**src/rtl/exe_stage_module.sv**
```systemverilog
// rtl/exe_stage_module.sv - ARM execute stage with EX/MEM pipeline register
//
// Computes Val2 (immediate rotate, load/store offset or shifted Rm), the ALU
// result, the new NZCV flags and the branch target, then registers result,
// store data, destination and memory/write-back controls for the memory stage.
//
// Optional build macro: MUL_ITERATIVE_EN
//   defined   : 32-step radix-2 shift-add multiplier, stalls upstream while busy
//   undefined : single-cycle combinational multiply, stall_out tied low
//
// Ports:
//   clk, rst (async, active-low)
//   PC_in, signed_immediate_in       -> branch_address_out, branch_taken_out
//   reg_file_in1/2, shift_operand_in,
//   immediate_in, execute_command_in,
//   status_reg_in, is_mul_in         -> status_bits_out, status_write_en_out
//   mem_read/write_en_in, wb_enable_in,
//   dest_reg_in                      -> registered *_out to memory stage
//   stall_out                        -> upstream hold request
module exe_stage_module #(
    parameter int ADDRESS_LEN          = 32,
    parameter int REGISTER_LEN         = 32,
    parameter int REG_ADDRESS_LEN      = 4,
    parameter int EXECUTE_COMMAND_LEN  = 4,
    parameter int SIGNED_IMMEDIATE_LEN = 24,
    parameter int SHIFT_OPERAND_LEN    = 12
) (
    input  logic                            clk,
    input  logic                            rst,
    input  logic [ADDRESS_LEN-1:0]          PC_in,
    input  logic                            mem_read_en_in,
    input  logic                            mem_write_en_in,
    input  logic                            wb_enable_in,
    input  logic                            immediate_in,
    input  logic                            branch_taken_in,
    input  logic                            status_write_enable_in,
    input  logic                            is_mul_in,
    input  logic [EXECUTE_COMMAND_LEN-1:0]  execute_command_in,
    input  logic [REGISTER_LEN-1:0]         reg_file_in1,
    input  logic [REGISTER_LEN-1:0]         reg_file_in2,
    input  logic [REG_ADDRESS_LEN-1:0]      dest_reg_in,
    input  logic [SIGNED_IMMEDIATE_LEN-1:0] signed_immediate_in,
    input  logic [SHIFT_OPERAND_LEN-1:0]    shift_operand_in,
    input  logic [3:0]                      status_reg_in,
    output logic                            branch_taken_out,
    output logic [ADDRESS_LEN-1:0]          branch_address_out,
    output logic [3:0]                      status_bits_out,
    output logic                            status_write_en_out,
    output logic                            stall_out,
    output logic [REGISTER_LEN-1:0]         alu_result_out,
    output logic [REGISTER_LEN-1:0]         store_data_out,
    output logic [REG_ADDRESS_LEN-1:0]      dest_reg_out,
    output logic                            mem_read_en_out,
    output logic                            mem_write_en_out,
    output logic                            wb_enable_out
);

    localparam int MSB = REGISTER_LEN - 1;

    // Branch target: PC+4 plus the word offset
    assign branch_taken_out   = branch_taken_in;
    assign branch_address_out = PC_in + {{(ADDRESS_LEN-SIGNED_IMMEDIATE_LEN-2){signed_immediate_in[SIGNED_IMMEDIATE_LEN-1]}},
                                         signed_immediate_in, 2'b00};

    // Val2 generation
    logic [REGISTER_LEN-1:0]   w_imm_ext;
    logic [2*REGISTER_LEN-1:0] w_imm_rot2;
    logic [2*REGISTER_LEN-1:0] w_rm_rot2;
    logic [4:0]                w_rot_amt;
    logic [4:0]                w_shift_amt;
    logic [REGISTER_LEN-1:0]   w_val2;

    assign w_imm_ext   = {{(REGISTER_LEN-8){1'b0}}, shift_operand_in[7:0]};
    assign w_rot_amt   = {shift_operand_in[11:8], 1'b0};
    assign w_shift_amt = shift_operand_in[11:7];
    // Rotate right by shifting a doubled copy; the low half is the rotated word
    assign w_imm_rot2  = {w_imm_ext, w_imm_ext} >> w_rot_amt;
    assign w_rm_rot2   = {reg_file_in2, reg_file_in2} >> w_shift_amt;

    always_comb begin
        w_val2 = '0;
        if (immediate_in) begin
            w_val2 = w_imm_rot2[MSB:0];
        end else if (mem_read_en_in || mem_write_en_in) begin
            w_val2 = {{(REGISTER_LEN-SHIFT_OPERAND_LEN){1'b0}}, shift_operand_in};
        end else begin
            case (shift_operand_in[6:5])
                2'b00:   w_val2 = reg_file_in2 << w_shift_amt;
                2'b01:   w_val2 = reg_file_in2 >> w_shift_amt;
                2'b10:   w_val2 = $unsigned($signed(reg_file_in2) >>> w_shift_amt);
                default: w_val2 = w_rm_rot2[MSB:0];
            endcase
        end
    end

    // Multiplier
    logic [REGISTER_LEN-1:0] w_product;
    logic                    w_mul_sel;

`ifdef MUL_ITERATIVE_EN
    typedef enum logic [1:0] {S_IDLE, S_BUSY, S_DONE} state_t;

    state_t                  r_state;
    state_t                  w_next_state;
    logic [REGISTER_LEN-1:0] r_mcand;
    logic [REGISTER_LEN-1:0] r_mplier;
    logic [REGISTER_LEN-1:0] r_product;
    logic [4:0]              r_count;

    always_ff @(posedge clk or negedge rst) begin
        if (!rst) begin
            r_state <= S_IDLE;
        end else begin
            r_state <= w_next_state;
        end
    end

    always_comb begin
        w_next_state = r_state;
        case (r_state)
            S_IDLE:  if (is_mul_in) w_next_state = S_BUSY;
            S_BUSY:  if (r_count == 5'd31) w_next_state = S_DONE;
            default: w_next_state = S_IDLE;
        endcase
    end

    always_ff @(posedge clk or negedge rst) begin
        if (!rst) begin
            r_mcand   <= '0;
            r_mplier  <= '0;
            r_product <= '0;
            r_count   <= '0;
        end else if (r_state == S_IDLE && is_mul_in) begin
            r_mcand   <= reg_file_in1;
            r_mplier  <= reg_file_in2;
            r_product <= '0;
            r_count   <= '0;
        end else if (r_state == S_BUSY) begin
            if (r_mplier[0]) begin
                r_product <= r_product + r_mcand;
            end
            r_mcand  <= r_mcand << 1;
            r_mplier <= r_mplier >> 1;
            r_count  <= r_count + 5'd1;
        end
    end

    assign w_product = r_product;
    // DONE selects the product even if is_mul_in dropped during BUSY
    assign w_mul_sel = (r_state == S_DONE);
    // Gated by rst so the stall releases the moment reset is asserted
    assign stall_out = rst & (((r_state == S_IDLE) & is_mul_in) | (r_state == S_BUSY));
`else
    assign w_product = reg_file_in1 * reg_file_in2;
    assign w_mul_sel = is_mul_in;
    assign stall_out = 1'b0;
`endif

    // ALU and flags
    logic [REGISTER_LEN:0]   w_sum;
    logic [REGISTER_LEN-1:0] w_alu;
    logic                    w_c;
    logic                    w_v;
    logic                    w_keep_flags;

    always_comb begin
        w_sum        = '0;
        w_alu        = '0;
        w_c          = status_reg_in[1];
        w_v          = status_reg_in[0];
        w_keep_flags = 1'b0;
        case (execute_command_in)
            4'b0001: w_alu = w_val2;
            4'b1001: w_alu = ~w_val2;
            4'b0010, 4'b0011: begin
                w_sum = {1'b0, reg_file_in1} + {1'b0, w_val2}
                      + {{REGISTER_LEN{1'b0}}, (execute_command_in[0] & status_reg_in[1])};
                w_alu = w_sum[MSB:0];
                w_c   = w_sum[REGISTER_LEN];
                w_v   = (reg_file_in1[MSB] == w_val2[MSB]) && (w_alu[MSB] != reg_file_in1[MSB]);
            end
            4'b0100, 4'b0101: begin
                // a - b - borrow == a + ~b + carry_in, carry_in = 1 for SUB, C for SBC
                w_sum = {1'b0, reg_file_in1} + {1'b0, ~w_val2}
                      + {{REGISTER_LEN{1'b0}}, (execute_command_in[0] ? status_reg_in[1] : 1'b1)};
                w_alu = w_sum[MSB:0];
                w_c   = w_sum[REGISTER_LEN];
                w_v   = (reg_file_in1[MSB] != w_val2[MSB]) && (w_alu[MSB] != reg_file_in1[MSB]);
            end
            4'b0110: w_alu = reg_file_in1 & w_val2;
            4'b0111: w_alu = reg_file_in1 | w_val2;
            4'b1000: w_alu = reg_file_in1 ^ w_val2;
            default: w_keep_flags = 1'b1;
        endcase
        if (w_mul_sel) begin
            w_alu        = w_product;
            w_c          = status_reg_in[1];
            w_v          = status_reg_in[0];
            w_keep_flags = 1'b0;
        end
    end

    assign status_bits_out     = w_keep_flags ? status_reg_in : {w_alu[MSB], (w_alu == '0), w_c, w_v};
    assign status_write_en_out = status_write_enable_in & ~stall_out;

    // EX/MEM register: a stall inserts a bubble and holds the data fields
    logic [REGISTER_LEN-1:0]    r_alu_result;
    logic [REGISTER_LEN-1:0]    r_store_data;
    logic [REG_ADDRESS_LEN-1:0] r_dest_reg;
    logic                       r_mem_read_en;
    logic                       r_mem_write_en;
    logic                       r_wb_enable;

    always_ff @(posedge clk or negedge rst) begin
        if (!rst) begin
            r_alu_result   <= '0;
            r_store_data   <= '0;
            r_dest_reg     <= '0;
            r_mem_read_en  <= 1'b0;
            r_mem_write_en <= 1'b0;
            r_wb_enable    <= 1'b0;
        end else if (stall_out) begin
            r_mem_read_en  <= 1'b0;
            r_mem_write_en <= 1'b0;
            r_wb_enable    <= 1'b0;
        end else begin
            r_alu_result   <= w_alu;
            r_store_data   <= reg_file_in2;
            r_dest_reg     <= dest_reg_in;
            r_mem_read_en  <= mem_read_en_in;
            r_mem_write_en <= mem_write_en_in;
            r_wb_enable    <= wb_enable_in;
        end
    end

    assign alu_result_out   = r_alu_result;
    assign store_data_out   = r_store_data;
    assign dest_reg_out     = r_dest_reg;
    assign mem_read_en_out  = r_mem_read_en;
    assign mem_write_en_out = r_mem_write_en;
    assign wb_enable_out    = r_wb_enable;

endmodule

```
**config.mk**
```make
export PLATFORM = sky130hd
export DESIGN_NAME = exe_stage_module
export DESIGN_NICKNAME = d
export VERILOG_FILES = /design/src/rtl/exe_stage_module.sv
export SDC_FILE = /design/constraint.sdc
export NUM_CORES = 2
export LEC_CHECK = 0
export BUFFER_PORTS_ARGS = -buffer_cell sky130_fd_sc_hd__clkbuf_2
export CORE_MARGIN = 3
export CORE_UTILIZATION = 55
export DETAILED_ROUTE_END_ITERATION = 7
export GPL_TIMING_DRIVEN = 0
export PLACE_DENSITY = 0.74
export RECOVER_POWER = 25
export SLEW_MARGIN = 20
export SYNTH_ARGS = -nofsm -noshare
export SYNTH_HDL_FRONTEND = slang
export SYNTH_SLANG_ARGS = --single-unit
```
**constraint.sdc**
```tcl
create_clock -name clk -period 16.8 [get_ports clk]
set_input_delay 3.36 -clock clk [delete_from_list [all_inputs] [get_ports clk]]
set_output_delay 3.36 -clock clk [all_outputs]
set_load 0.005 [all_outputs]
```
After elaboration in Yosys (flattened, before gate mapping)
Cells that the tools add are included.
- multiply operators: 1
- multiplexer cells: 13
- equal/unequal tests: 15
- bitwise gates (word level): 5
- add/subtract/negate cells: 5
- reduce and logical (&&, ||, !) cells: 8
- shifts and indexed selects: 5
- operators by type and width (operator ; count):
    case mux 32 bit (7 select lines) ; 1
    two-way mux 32 bit ; 3
    case mux 32 bit (3 select lines) ; 1
    adder 32 x 32 -> 33 bit ; 2
    adder 33 x 1 -> 33 bit ; 2
    >> shifter 64 x 5 -> 32 bit ; 1
    >> shifter 40 x 5 -> 32 bit ; 1
    adder 32 bit ; 1
    AND 32 bit ; 1
    zero test 32 bit ; 1
    multiplier 32 x 32 -> 32 bit ; 1
    NOT 32 bit ; 1
    OR 32 bit ; 1
    << shifter 32 x 5 -> 32 bit ; 1
    >> shifter 32 x 5 -> 32 bit ; 1
    >>> shifter 32 x 5 -> 32 bit ; 1
    XOR 32 bit ; 1
    equality test 4 x 3 -> 1 bit, second input constant ; 4
    OR reduction 9 bit ; 1
    equality test 4 x 2 -> 1 bit, second input constant ; 2
    equality test 4 bit, second input constant ; 2
    two-way mux 1 bit ; 5
    equality test 4 x 1 -> 1 bit, second input constant ; 1
    two-way mux 4 bit ; 1
    other kinds (10) ; 15
- register bits: 71
- output and inout bits: 110
- logic and storage cells: 58
- input bits: 153

Logic depth before layout (Yosys ltp)
- depth in word-level cells: 12
- mapped depth: 32
- mapped depth without buffers: 29

Worst setup path before layout
OpenSTA, ideal clock, no wires.
- path type: input -> output
- start: input reg_file_in2[6]
- end: output status_bits_out[2]
- data required time: 13.440 ns
- data arrival time: 10.912 ns
- slack: 2.528 ns
- stages: 26
- cell sequence: clkbuf_1 -> clkbuf_1 -> clkbuf_1 -> and2_1 -> fa_1 -> fa_1 -> fa_1 -> inv_1 -> fa_1 -> inv_1 -> fa_1 -> fa_1 -> fa_1 -> fa_1 -> ha_1 -> a21o_1 -> a21o_1 -> a21oi_1 -> inv_1 -> a21oi_1 -> o31ai_1 -> or4_1 -> a31o_2 -> a311o_1 -> or4_1 -> o31ai_2
- word-level cells in the longest chain between the ends: 11
- elaborated cells between the ends (all ways): 20
- classes of those cells: add/sub (4); mul (1); shift (4); mux (6); bitwise (4); reduce/logical (1)
- RTL lines (element ; RTL line ; RTL):
    start: declaration ; 40 ; input logic [REGISTER_LEN-1:0] reg_file_in2,
    >> shifter 64 x 5 -> 32 bit, or another cell as far along ; 78 ; assign w_rm_rot2 = {reg_file_in2, reg_file_in2} >> w_shift_amt;
    case mux 32 bit (3 select lines) ; 87 ; case (shift_operand_in[6:5])
    two-way mux 32 bit ; 84 ; end else if (mem_read_en_in || mem_write_en_in) begin
    two-way mux 32 bit ; 82 ; if (immediate_in) begin
    NOT 32 bit ; 174, 184 ;
    adder 32 x 32 -> 33 bit ; 184 ; w_sum = {1'b0, reg_file_in1} + {1'b0, ~w_val2}
    adder 33 x 1 -> 33 bit ; 185 ; + {{REGISTER_LEN{1'b0}}, (execute_command_in[0] ? status_reg_in[1] : 1'b1)};
    case mux 32 bit (7 select lines) ; 172 ; case (execute_command_in)
    two-way mux 32 bit (*) ; 195 ; if (w_mul_sel) begin
    named net w_alu[28] ; 161 ; logic [REGISTER_LEN-1:0] w_alu;
    zero test 32 bit (*) ; 203 ; assign status_bits_out = w_keep_flags ? status_reg_in : {w_alu[MSB], (w_alu == '0), w_c, w_v};
    two-way mux 4 bit (*) ; 203 ;
    end: declaration ; 47 ; output logic [3:0] status_bits_out,
The timed path passes the listed nets; every way through them passes the cells marked *.

Worst setup path after layout
- start: input reg_file_in2[4]
- end: output status_bits_out[2]
Same word-level chain as after synthesis.

==> results_dict.tcl <==
set metrics [dict create \
    yosys-top-cells-area "fa_1 (26%), ha_1 (9.9%), and2_1 (6.6%), inv_1 (5.8%), dfrtp_1 (5.7%)" \
    crit_required_ps 13440 \
    synthFlopType "dfrtp_1" \
    overflow 0 \
    max-slew-margin-rel_pct -7.018 \
    fmax_ghz 0.05992 \
    postSynthCellCount 3792 \
    period_minus_slack_ps 16690 \
    cts_buffer_depth 2 \
    final_core_util_pct 60.80 \
    rsz0062_at_grt "false" \
    grt_use_total_pct 51.70 \
    grt_pass1_vias 33190 \
    htreeDepth 3 \
    clkSinkCount 71 \
    fill_cells 4939 \
    slowest_delay_ps 590 \
    ys_warn_count 0 \
    synth_edf_count 0 \
    drc 77 \
    timing_hold_violations_final 0 \
    period_share_pct 99.35 \
    start_util_pct 56.16 \
    ys_ff_latch 71 \
    port_buffers 252 \
    post_cts_resized 0 \
    grt_antenna_before_repair 11 \
    dr.pass1.iters 8 \
    nNetsFinal 4874 \
    slew_violations 28 \
    wl_per_cell_um 32.11 \
    ioPinCount 263 \
    cts_hold_buf 0 \
    gp_congestion 1.064 \
    maxCapViolCount 1 \
    cts_buffers 9 \
    post_cts_buffers 0 \
    finalSetupViolations 0 \
    crit_path_top_delay_cell "or4_1" \
    syn_nets 4605 \
    vias 33080 \
    viasPerCell 6.860 \
    path_class "input port to output pin" \
    hpwl_mm 120.7 \
    die_area_mm2 0.05982 \
    ant_nets 0 \
    area.growth.synth_to_final_pct 8.257 \
    final.setup.tns_ps 0 \
    avgSynthCellArea_um2 8.256 \
    yosysTopAreaCell "fa_1" \
    yosysMostFrequentCell "inv_1" \
    status "finished with violations" \
    violations "DRC, capacitance limit, slew limit" \
    drt-total-wl_mm 154.8 \
    worst_setup_path_start_kind "input port" \
    synth_common_cells "inv_1 (487), fa_1 (413), nand2_1 (398)" \
    syn_area_mm2 0.03131 \
    die_height_um 244.6 \
    cp.arrival_ps 13330 \
    crit_path_frequent_cell "fa_1" \
    ys_async_sr_fraction_pct 100.0 \
    clk_pin_slew_ps 90 \
    synth_top_area_share_pct 26.41 \
    cts_tree "built" \
    root_buffer "clkbuf_16" \
    hp-class "input port to flip-flop" \
    grt_pass1_wl_mm 223.8 \
    synth_seq_area_share_pct 5.675 \
    drt_iter0_drc 4713 \
    drive_above_1_share_pct 10.94 \
    worstMarginPinSlew_ps 1605 \
    cp-end-kind "output pin" \
    critPathMaxFanout 11 \
    row_count 86 \
    die_w_um 244.6 \
    coreArea_mm2 0.05574 \
    yosysUniqueCellTypes 87 \
    grt_start_max_net_pins 45 \
]
==> worst max-delay path: cells and delay by family <==
family,cells,cell delay (ps)
compound gates,5,870
fa+ha+maj,9,3570
buf+inv,9,2030
simple gates,9,3460
==> stage by stage <==
stage          hold slack [ps]  instance area, um^2  cells  setup WS [ps]
6_report                  3045                33890   4822          109.9
5_1_grt                   3045                33870   4814          5.162
4_1_cts                   2919                33860   4811          215.1
3_5_place_dp              3341                33570   4795          242.9
3_3_place_gp              3469                33500   4792          353.8
2_1_floorplan             3064                31310   3792           2528
==> worst paths after layout <==
check                           startpoint                  to  slack, ps  cells past startpoint
setup / recovery           reg_file_in2[4]  status_bits_out[2]        110                     32
hold / removal              dest_reg_in[0]     dest_reg_out[0]       3050                      1
max in group asynchronous              rst  alu_result_out[20]      12440                      2
min in group asynchronous              rst   store_data_out[0]       3350                      1
==> cells in the final DEF (no fill, tap or decap), types with 16 or more instances in the layout <==
cell and n:
inv_1 487, fa_1 413, nand2_1 398, and2_1 332, ha_1 247, clkbuf_1 245, clkbuf_2 226, a21oi_1 179
nor2_1 173, o21ai_0 119, xnor2_1 90, mux2i_1 87, dfrtp_1 71, nor3_1 68, mux4_2 58, a211oi_1 49
nand3_1 48, mux2_2 43, a31oi_1 36, a21o_1 34, o211ai_1 33, nor2b_1 30, nand2b_1 30, xor2_1 27
o21a_1 25, or2_2 24, o21bai_1 23, buf_1 22, o22ai_1 22, o221ai_1 21, o31ai_1 21, or3_1 21
buf_4 19, a22oi_1 19, o31a_1 18, a221oi_1 18, buf_2 16, nor4_1 16
==> cells by family after synthesis <==
group / synth area share (%)
buffers and inverters: 9.716
and+or+nand+nor: 19.29
AOI/OAI and AO/OA: 17.21
DFF: 5.675
other: 0.01198
adders and majority gates: 36.28
xor gates and xnor gates: 3.273
muxes: 8.533
==> state kept, by name (all words and copies together), names as in the netlist <==
register	cells
alu_result_out	32
store_data_out	32
dest_reg_out	4
mem_read_en_out	1
mem_write_en_out	1
wb_enable_out	1
==> routing by layer <==
layer | share of wire (%) | track usage (%)
met5 | 0.12 | 0.5719
met4 | 11 | 43.16
met3 | 15 | 24.07
met2 | 42 | 75.54
met1 | 33 | 57.13
==> cell type report <==
class	count	area, um^2	area share, %
multi-input cells	2949	26530	78.28
clock buffers	9	225.2	0.6646
clock inverters	7	63.81	0.1883
plain buffers	280	1197	3.533
repair buffers	258	1296	3.825
well taps	748	935.9	2.762
inverters	492	1847	5.449
diodes	8	20.02	0.05907
flip-flops and latches	71	1777	5.243
Power is not shown: default switching activity piles up to over one toggle a cycle in this logic, so the estimate is an artifact.
